===== src/rtl/mant_align_2.sv =====
// Two-lane mantissa alignment: hidden-bit restore, right shift by offset, sticky collect.
// Two-stage valid/ready pipeline feeding the add/sub stage.
module mant_align_2 #(
    parameter int expWidth  = 4,
    parameter int sigWidth  = 4,
    parameter int guardBits = 3,
    localparam int AW       = sigWidth + 1 + guardBits
) (
    input  logic                  clk,
    input  logic                  rst,
    input  logic                  in_valid,
    output logic                  in_ready,
    input  logic [1:0]            input_sign,
    input  logic [2*expWidth-1:0] input_exp,
    input  logic [2*sigWidth-1:0] input_frac,
    input  logic [expWidth-1:0]   max_exp,
    input  logic [2*expWidth-1:0] exp_offset_num,
    output logic                  out_valid,
    input  logic                  out_ready,
    output logic [1:0]            out_sign,
    output logic [expWidth-1:0]   out_exp,
    output logic [2*AW-1:0]       aligned_mant,
    output logic [1:0]            sticky
);

    logic                          s1_valid, s2_valid;
    logic                          adv1, adv2;
    logic [1:0]                    s1_sign;
    logic [expWidth-1:0]           s1_exp;
    logic [1:0][AW-1:0]            s1_mant;
    logic [1:0][expWidth-1:0]      s1_off;
    logic [1:0][AW-1:0]            mant_in;
    logic [1:0][AW-1:0]            sh_mant;
    logic [1:0][AW-1:0]            sh_mask;
    logic [1:0]                    sh_sticky;
    logic [expWidth-1:0]           lane_exp;

    assign adv2      = ~s2_valid | out_ready;
    assign adv1      = ~s1_valid | adv2;
    assign in_ready  = adv1 & ~rst;
    assign out_valid = s2_valid;

    // Zero-exponent lanes carry no hidden bit and are treated as exact zeros.
    always_comb begin
        mant_in  = '0;
        lane_exp = '0;
        for (int i = 0; i < 2; i++) begin
            lane_exp = input_exp[expWidth*i +: expWidth];
            if (lane_exp != '0)
                mant_in[i] = {1'b1, input_frac[sigWidth*i +: sigWidth],
                              {guardBits{1'b0}}};
        end
    end

    always_comb begin
        sh_mant   = '0;
        sh_mask   = '0;
        sh_sticky = '0;
        for (int i = 0; i < 2; i++) begin
            if (int'(s1_off[i]) >= AW) begin
                sh_sticky[i] = |s1_mant[i];
            end else begin
                sh_mant[i]   = s1_mant[i] >> s1_off[i];
                sh_mask[i]   = ~({AW{1'b1}} << s1_off[i]);
                sh_sticky[i] = |(s1_mant[i] & sh_mask[i]);
            end
        end
    end

    always_ff @(posedge clk or posedge rst) begin
        if (rst) begin
            s1_valid <= 1'b0;
            s1_sign  <= '0;
            s1_exp   <= '0;
            s1_mant  <= '0;
            s1_off   <= '0;
        end else if (adv1) begin
            s1_valid <= in_valid;
            if (in_valid) begin
                s1_sign <= input_sign;
                s1_exp  <= max_exp;
                s1_mant <= mant_in;
                s1_off  <= exp_offset_num;
            end
        end
    end

    always_ff @(posedge clk or posedge rst) begin
        if (rst) begin
            s2_valid     <= 1'b0;
            out_sign     <= '0;
            out_exp      <= '0;
            aligned_mant <= '0;
            sticky       <= '0;
        end else if (adv2) begin
            s2_valid <= s1_valid;
            if (s1_valid) begin
                out_sign     <= s1_sign;
                out_exp      <= s1_exp;
                aligned_mant <= sh_mant;
                sticky       <= sh_sticky;
            end
        end
    end

endmodule


===== config.mk =====
export PLATFORM = sky130hd
export DESIGN_NAME = mant_align_2
export DESIGN_NICKNAME = d
export VERILOG_FILES = /design/src/rtl/mant_align_2.sv
export SDC_FILE = /design/constraint.sdc
export NUM_CORES = 1
export LEC_CHECK = 0
export ABC_AREA = 1
export BUFFER_PORTS_ARGS = -buffer_cell sky130_fd_sc_hd__buf_2
export CAP_MARGIN = 0
export CORE_MARGIN = 2
export CORE_UTILIZATION = 53
export DETAILED_ROUTE_END_ITERATION = 12
export PLACE_DENSITY = 0.88
export SYNTH_ARGS = -nofsm -noshare
export SYNTH_HDL_FRONTEND = slang
export SYNTH_SLANG_ARGS = --single-unit

===== constraint.sdc =====
create_clock -name clk -period 3.1 [get_ports clk]
set_clock_uncertainty 0.2 [all_clocks]
set_input_delay 0.62 -clock clk [delete_from_list [all_inputs] [get_ports clk]]
set_output_delay 0.62 -clock clk [all_outputs]
set_load 0.05 [all_outputs]

==> flow_summary.ini, run 1 <==
[power]
switching_share_pct = 43.5
irDropWorstVdd_uv = 279
pwr-share-comb_pct = 36.6
p_int_mw = 1.11
p_per_area_nw_per_um2 = 707
seqPwrFrac_pct = 44.2
clock_power_share_pct = 19.2
p_leak_nw = 1.56
power.switching_mw = 0.855

[synthesis]
synth.avg_cell_area_um2 = 7.86
synthMuxAreaShare_pct = 0
synth_xor_area_share_pct = 0
synth_top_cell_by_area = dfrtp_1
synth_compound_area_share_pct = 8.25
synthCells = 303
yosys.area_share.simple_pct = 32.5
synth_area_um2 = 2380
synth_area_leaders = dfrtp_1, nand2_1, nand3_1
synth_warnings = 0
synth_top_family_by_area = simple AND/OR/NAND/NOR gates
synth_nets = 337
ys_seq_elements = 50
synth_cell_types = 20
synth_seq_area_share_pct = 52.5
synthAdderAreaFrac_pct = 0
yosysTopAreaCellShare_pct = 52.5

[flow_run]
drv_cap = 0

[place]
gp_congestion = 0.858
placed_area_um2 = 2690
io_buffers = 59
dpl.hpwl_um = 3630

[finish]
areaGrowthSynthToFinish_pct = 16.8
num_antenna_cells = 0
drive_gt1_share_pct = 23.2
stdcell_area_um2 = 2780
mostFrequentLayoutCells = nand2_1, buf_2, dfrtp_1
nets = 395
final_common_cell = nand2_1
final_util_pct = 63.9

[cts]
htreeDepth = 2
cts_tree = yes
root_buffer = clkbuf_8
clock_latency_ns = 0.31
path_clk_slew_ns = 0.09
cts_resized = 0
cts_hold_buf = 0
cts_buffer_depth = 2
postCtsSetupBuffers = 0
cts_made_buffers = 5
numClockSinks = 50

[grt]
grt_use_total_pct = 21.2
grt_start_max_net_pins = 51
grt_first_pass_wirelength_um = 8460
antenna_found_initial = 0
first_global_vias = 1963
grt_remaining_overflow = 0

[timing]
rsz0062_at_grt = false
min_period_over_period_pct = 67.2
final.setup.tns_ns = 0
fmax_ghz = 0.480
period_needed_ns = 2.08
setup-violations-final = 0
relSlewSlack_pct = 48.5
slew_violations = 0
hold_viol = 0
worstMarginPinSlew_ns = 0.771

[detailed_routing]
antenna_left = 0
routed_wl_um = 4920
via_per_inst = 5.00
drt_first_iter_violations = 122
vias = 2070
route.detailed.drc = 0
drtPass1Iterations = 4
routedWlPerCell_um = 11.9

[setup_path]
endpoint_kind = primary output
r2r.worst_path.cells = 5
critPathMaxFanout = 3
worstPathCellList = buf_2 > inv_1 > nand3_2 > nand2_1 > inv_1 > buf_2
crit_type = input port to primary output
timing.reg2reg.setup_slack_ns = 1.29
slowest_stage = buf_2
cp_data_required_time_ns = 2.28
cp-start-kind = input port
slowest_delay_ns = 0.20
crit_arrival_ns = 1.26

[die]
core_um2 = 4350
die_h_um = 71.0
die_area_um2 = 5040
start_util_pct = 54.7
die_width_um = 71.0
row_count = 24
io_pins = 60

[run_status]
outcome = finished, final reports clean

[worst_hold_path]
hold_class = input port to async pin
==> sequential cells by signal (all words and copies together) (netlist names) <==
signal / flops
aligned_mant: 16
out_exp: 4
out_sign: 2
sticky: 2
s1_valid: 1
s1_mant: 10
s1_sign: 2
s1_exp: 4
s1_off: 8
out_valid: 1
==> power by group through the flow <==
stage / clock network [mW] / registers [mW] / logic [mW]
after global routing: 0.419 / 0.885 / 0.787
final: 0.377 / 0.869 / 0.720
after CTS: 0.388 / 0.867 / 0.725
after global placement: 0 / 0.877 / 0.709
after detailed placement: 0 / 0.880 / 0.722
after floorplan: 0 / 1.14 / 0.294
==> kinds of logic after synthesis <==
logic type	after synthesis
flops	50
buf+inv	36
compound gates	34
simple gates	183
==> Yosys cell counts <==
cell        n
a21oi_1     3
a21oi_4     1
buf_2       7
buf_6       2
clkinv_1    1
dfrtp_1    50
inv_1      22
inv_2       4
nand2_1   131
nand2_2     1
nand2_4     2
nand3_1    30
nand3_2     1
nand4_1     3
nor2_1     10
nor2_4      2
nor3_1      3
o21ai_0    13
o21ai_1    13
o21ai_2     4
==> layer usage <==
layer  vias up  global-route usage, %  routed length, µm
met5         -                      0                  0
met4         0                   6.92                 83
met2        53                   35.1               2220
met1       933                   27.9               2400
met3         9                   4.56                214
li1       1075                      -                  -
==> critical path: cells and delay by family <==
family | cells | cell delay [ns]
and+or+nand+nor | 2 | 0.20
buffers and inverters | 4 | 0.44
==> worst paths after layout <==
| check | to | start |
|---|---|---|
| worst max-delay path | in_ready | out_ready |
| worst min-delay path | out_sign[1] | rst |
| worst max register to register | aligned_mant[1] | out_valid |
| worst min register to register | out_exp[2] | s1_exp[2] |
| max in group asynchronous | s1_mant[12] | rst |
| min in group clk | out_exp[2] | s1_exp[2] |
==> layout make-up <==
| cell class | instances | area (µm²) |
|---|---|---|
| clock buffer | 5 | 68.8 |
| clock inverter | 3 | 21.3 |
| fill | 395 | 1570 |
| inverter | 27 | 101 |
| multi-input combinational | 217 | 971 |
| sequential | 50 | 1250 |
| tap | 52 | 65.1 |
| timing repair buffer | 60 | 303 |
==> stage by stage <==
| stage | power (mW) | instances | setup WS [ns] | hold WS (ns) |
|---|---|---|---|---|
| global placement | 1.59 | 406 | 1.00 | 0.248 |
| CTS | 1.98 | 414 | 1.01 | 0.282 |
| floorplan | 1.43 | 303 | 0.135 | 0.242 |
| detailed placement | 1.60 | 406 | 0.938 | 0.259 |
| finish | 1.97 | 414 | 1.02 | 0.270 |
| global route | 2.09 | 414 | 0.970 | 0.312 |
(Power assumes the default switching activity.)
==> run 2: changes to the inputs <==
Settings changed: ABC_AREA 1 to 0, PLACE_DENSITY 0.88 to 0.87.
Clock period 3.1 ns to 2.1 ns, I/O delays scaled along.
==> flow_summary.ini, run 2 <==
[timing]
period_needed_ns = 1.87
rsz0062_at_grt = false
relSlewSlack_pct = 59.3
fin_hold_ws_ns = 0.108
final.setup.tns_ns = 0
fmax_ghz = 0.536
worstMarginPinSlew_ns = 0.610
setup-violations-final = 0
min_period_over_period_pct = 88.8
hold_viol = 0
slew_violations = 0

[setup_path]
slowest_stage = dfrtp_1
r2r.worst_path.cells = 4
crit_type = flip-flop to primary output
crit_arrival_ns = 1.25
critPathMaxFanout = 3
r2r_end = aligned_mant[11]
cp_data_required_time_ns = 1.48
r2r-start = s1_off[5]
slowest_delay_ns = 0.41
timing.reg2reg.setup_slack_ns = 0.25
endpoint_kind = primary output
worstPathCellList = nand3b_1 > and2_4 > buf_2
cp-start-kind = flip-flop

[synthesis]
synthFlopType = dfrtp_1
yosysMostFrequentCell = nand2_1
synthCells = 231
synth-async-reset-ratio_pct = 100
synth_area_um2 = 2450
synth.avg_cell_area_um2 = 10.6
synth_top_cells_by_count = nand2_1, dfrtp_1, mux2_2
synth_nets = 265
synth_warnings = 0
synth_cell_types = 44
yosysTopAreaCellShare_pct = 51.1
synth_seq_area_share_pct = 51.1
synth_top_cell_by_area = dfrtp_1
synth_edf_count = 0
ys_seq_elements = 50
synth_area_leaders = dfrtp_1, mux2_2, nand2_1

[detailed_routing]
routed_wl_um = 4860
drt_first_iter_violations = 188
route.detailed.drc = 0
drtPass1Iterations = 4
routedWlPerCell_um = 14.5
antenna_left = 0
via_per_inst = 5.57
vias = 1873

[grt]
gr-usage-met1_pct = 27.8
first_global_vias = 1848
grt_remaining_overflow = 0
grtUsageMet3_pct = 3.61
met2_usage_pct = 33.0
grt_use_total_pct = 20.4
antenna_found_initial = 0
grt_start_max_net_pins = 51
busiest_layer = met2
grt_first_pass_wirelength_um = 8270

[worst_hold_path]
hold_class = input port to async pin

[finish]
nets = 317
final_common_cell = buf_2
areaGrowthSynthToFinish_pct = 15.6
largest_register = aligned_mant
drive_gt1_share_pct = 32.4
mostFrequentLayoutCells = buf_2, nand2_1, dfrtp_1
num_antenna_cells = 0
reg.largest.list = aligned_mant (16), s1_mant (10), s1_off (8)
finalNonFillerCells = 336
largest_reg_flops = 16
stdcell_area_um2 = 2830

[cts]
numClockSinks = 50
root_buffer = clkbuf_8
cts_resized = 0
postCtsSetupBuffers = 0
cts_tree = yes
cts_buffer_depth = 2
cts_hold_buf = 0
clock_latency_ns = 0.31
path_clk_slew_ns = 0.09
htreeDepth = 2
cts_made_buffers = 5

[die]
die_width_um = 72.0
die_area_um2 = 5180
die_h_um = 72.0
row_count = 24
start_util_pct = 55.5
io_pins = 60
core_um2 = 4410

[place]
dpl.hpwl_um = 3400
placed_area_um2 = 2730
io_buffers = 59
post-place-cells = 328
gp_congestion = 0.848

[power]
clock_power_share_pct = 23.6
seqPwrFrac_pct = 45.8
p_int_mw = 1.77
pwr-share-comb_pct = 30.5
p_leak_nw = 1.38
p_per_area_nw_per_um2 = 992
power.switching_mw = 1.04
irDropWorstVdd_uv = 513
switching_share_pct = 37.2

[run_status]
outcome = finished, final reports clean

[flow_run]
drv_cap = 0
run 2: cell types whose count changed after synthesis, moves of 4 or more:
cell	before	now
nand2_1	131	54
nand3_1	30	4
inv_1	22	3
mux2_2	0	18
o21ai_1	13	1
a22o_1	0	9
mux2i_1	0	8
nand3b_1	0	5
clkbuf_8	0	4
inv_2	4	0
o21ai_2	4	0
run 2: routing by layer:
layer	up-vias	part of all wire, %
met1	869	45
met3	9	5.8
li1	928	-
met4	0	2.0
met5	-	0
met2	67	47
run 2: worst max-delay path: cells and delay by family (launching register included):
kind / cells / cell delay [ns]
flip-flops: 1 / 0.41
AND/OR/NAND/NOR: 2 / 0.29
buffers and inverters: 1 / 0.25
run 2: final cells by class:
type,count,area (µm²)
multi-input combinational,161,1050
clock buffer,7,76.3
sequential,50,1250
tap,52,65.1
inverter,3,15.0
clock inverter,1,30.0
timing repair buffer,62,343
fill,358,1580
run 2: worst max-delay path by stage:
stage,cells after the start,from,endpoint,slack (ns)
2_1_floorplan,2,rst,in_ready,-0.07
3_3_place_gp,3,s1_off[1],aligned_mant[0],0.33
3_5_place_dp,4,s1_off[5],aligned_mant[11],0.28
4_1_cts,3,out_valid,in_ready,0.23
5_1_grt,4,s1_off[5],aligned_mant[9],0.17
6_report,3,out_valid,in_ready,0.23
run 2: power groups by stage:
stage	sequential, mW	clock (mW)	combinational [mW]
4_1_cts	1.29	0.674	0.864
3_3_place_gp	1.30	0	0.840
5_1_grt	1.32	0.707	0.930
6_report	1.29	0.663	0.858
2_1_floorplan	1.54	0	0.441
3_5_place_dp	1.30	0	0.862
run 2: kinds of logic (layout without fill, tap and decap cells):
kind of cell           after synthesis  after routing  synth area share (%)
AND/OR/NAND/NOR                     87             87                  16.8
flip-flops                          50             50                  51.1
buffers and inverters               20             73                  6.13
multiplexers                        28             28                  12.6
AO/OA/AOI/OAI                       46             46                  13.4
run 2: per-stage QoR:
stage | utilization, % | power [mW] | setup WS [ns]
2_1_floorplan | - | 1.98 | -0.0674
3_3_place_gp | 61.7 | 2.14 | 0.333
3_5_place_dp | 61.7 | 2.17 | 0.285
4_1_cts | 64.1 | 2.82 | 0.228
5_1_grt | 64.1 | 2.95 | 0.170
6_report | 64.1 | 2.81 | 0.234
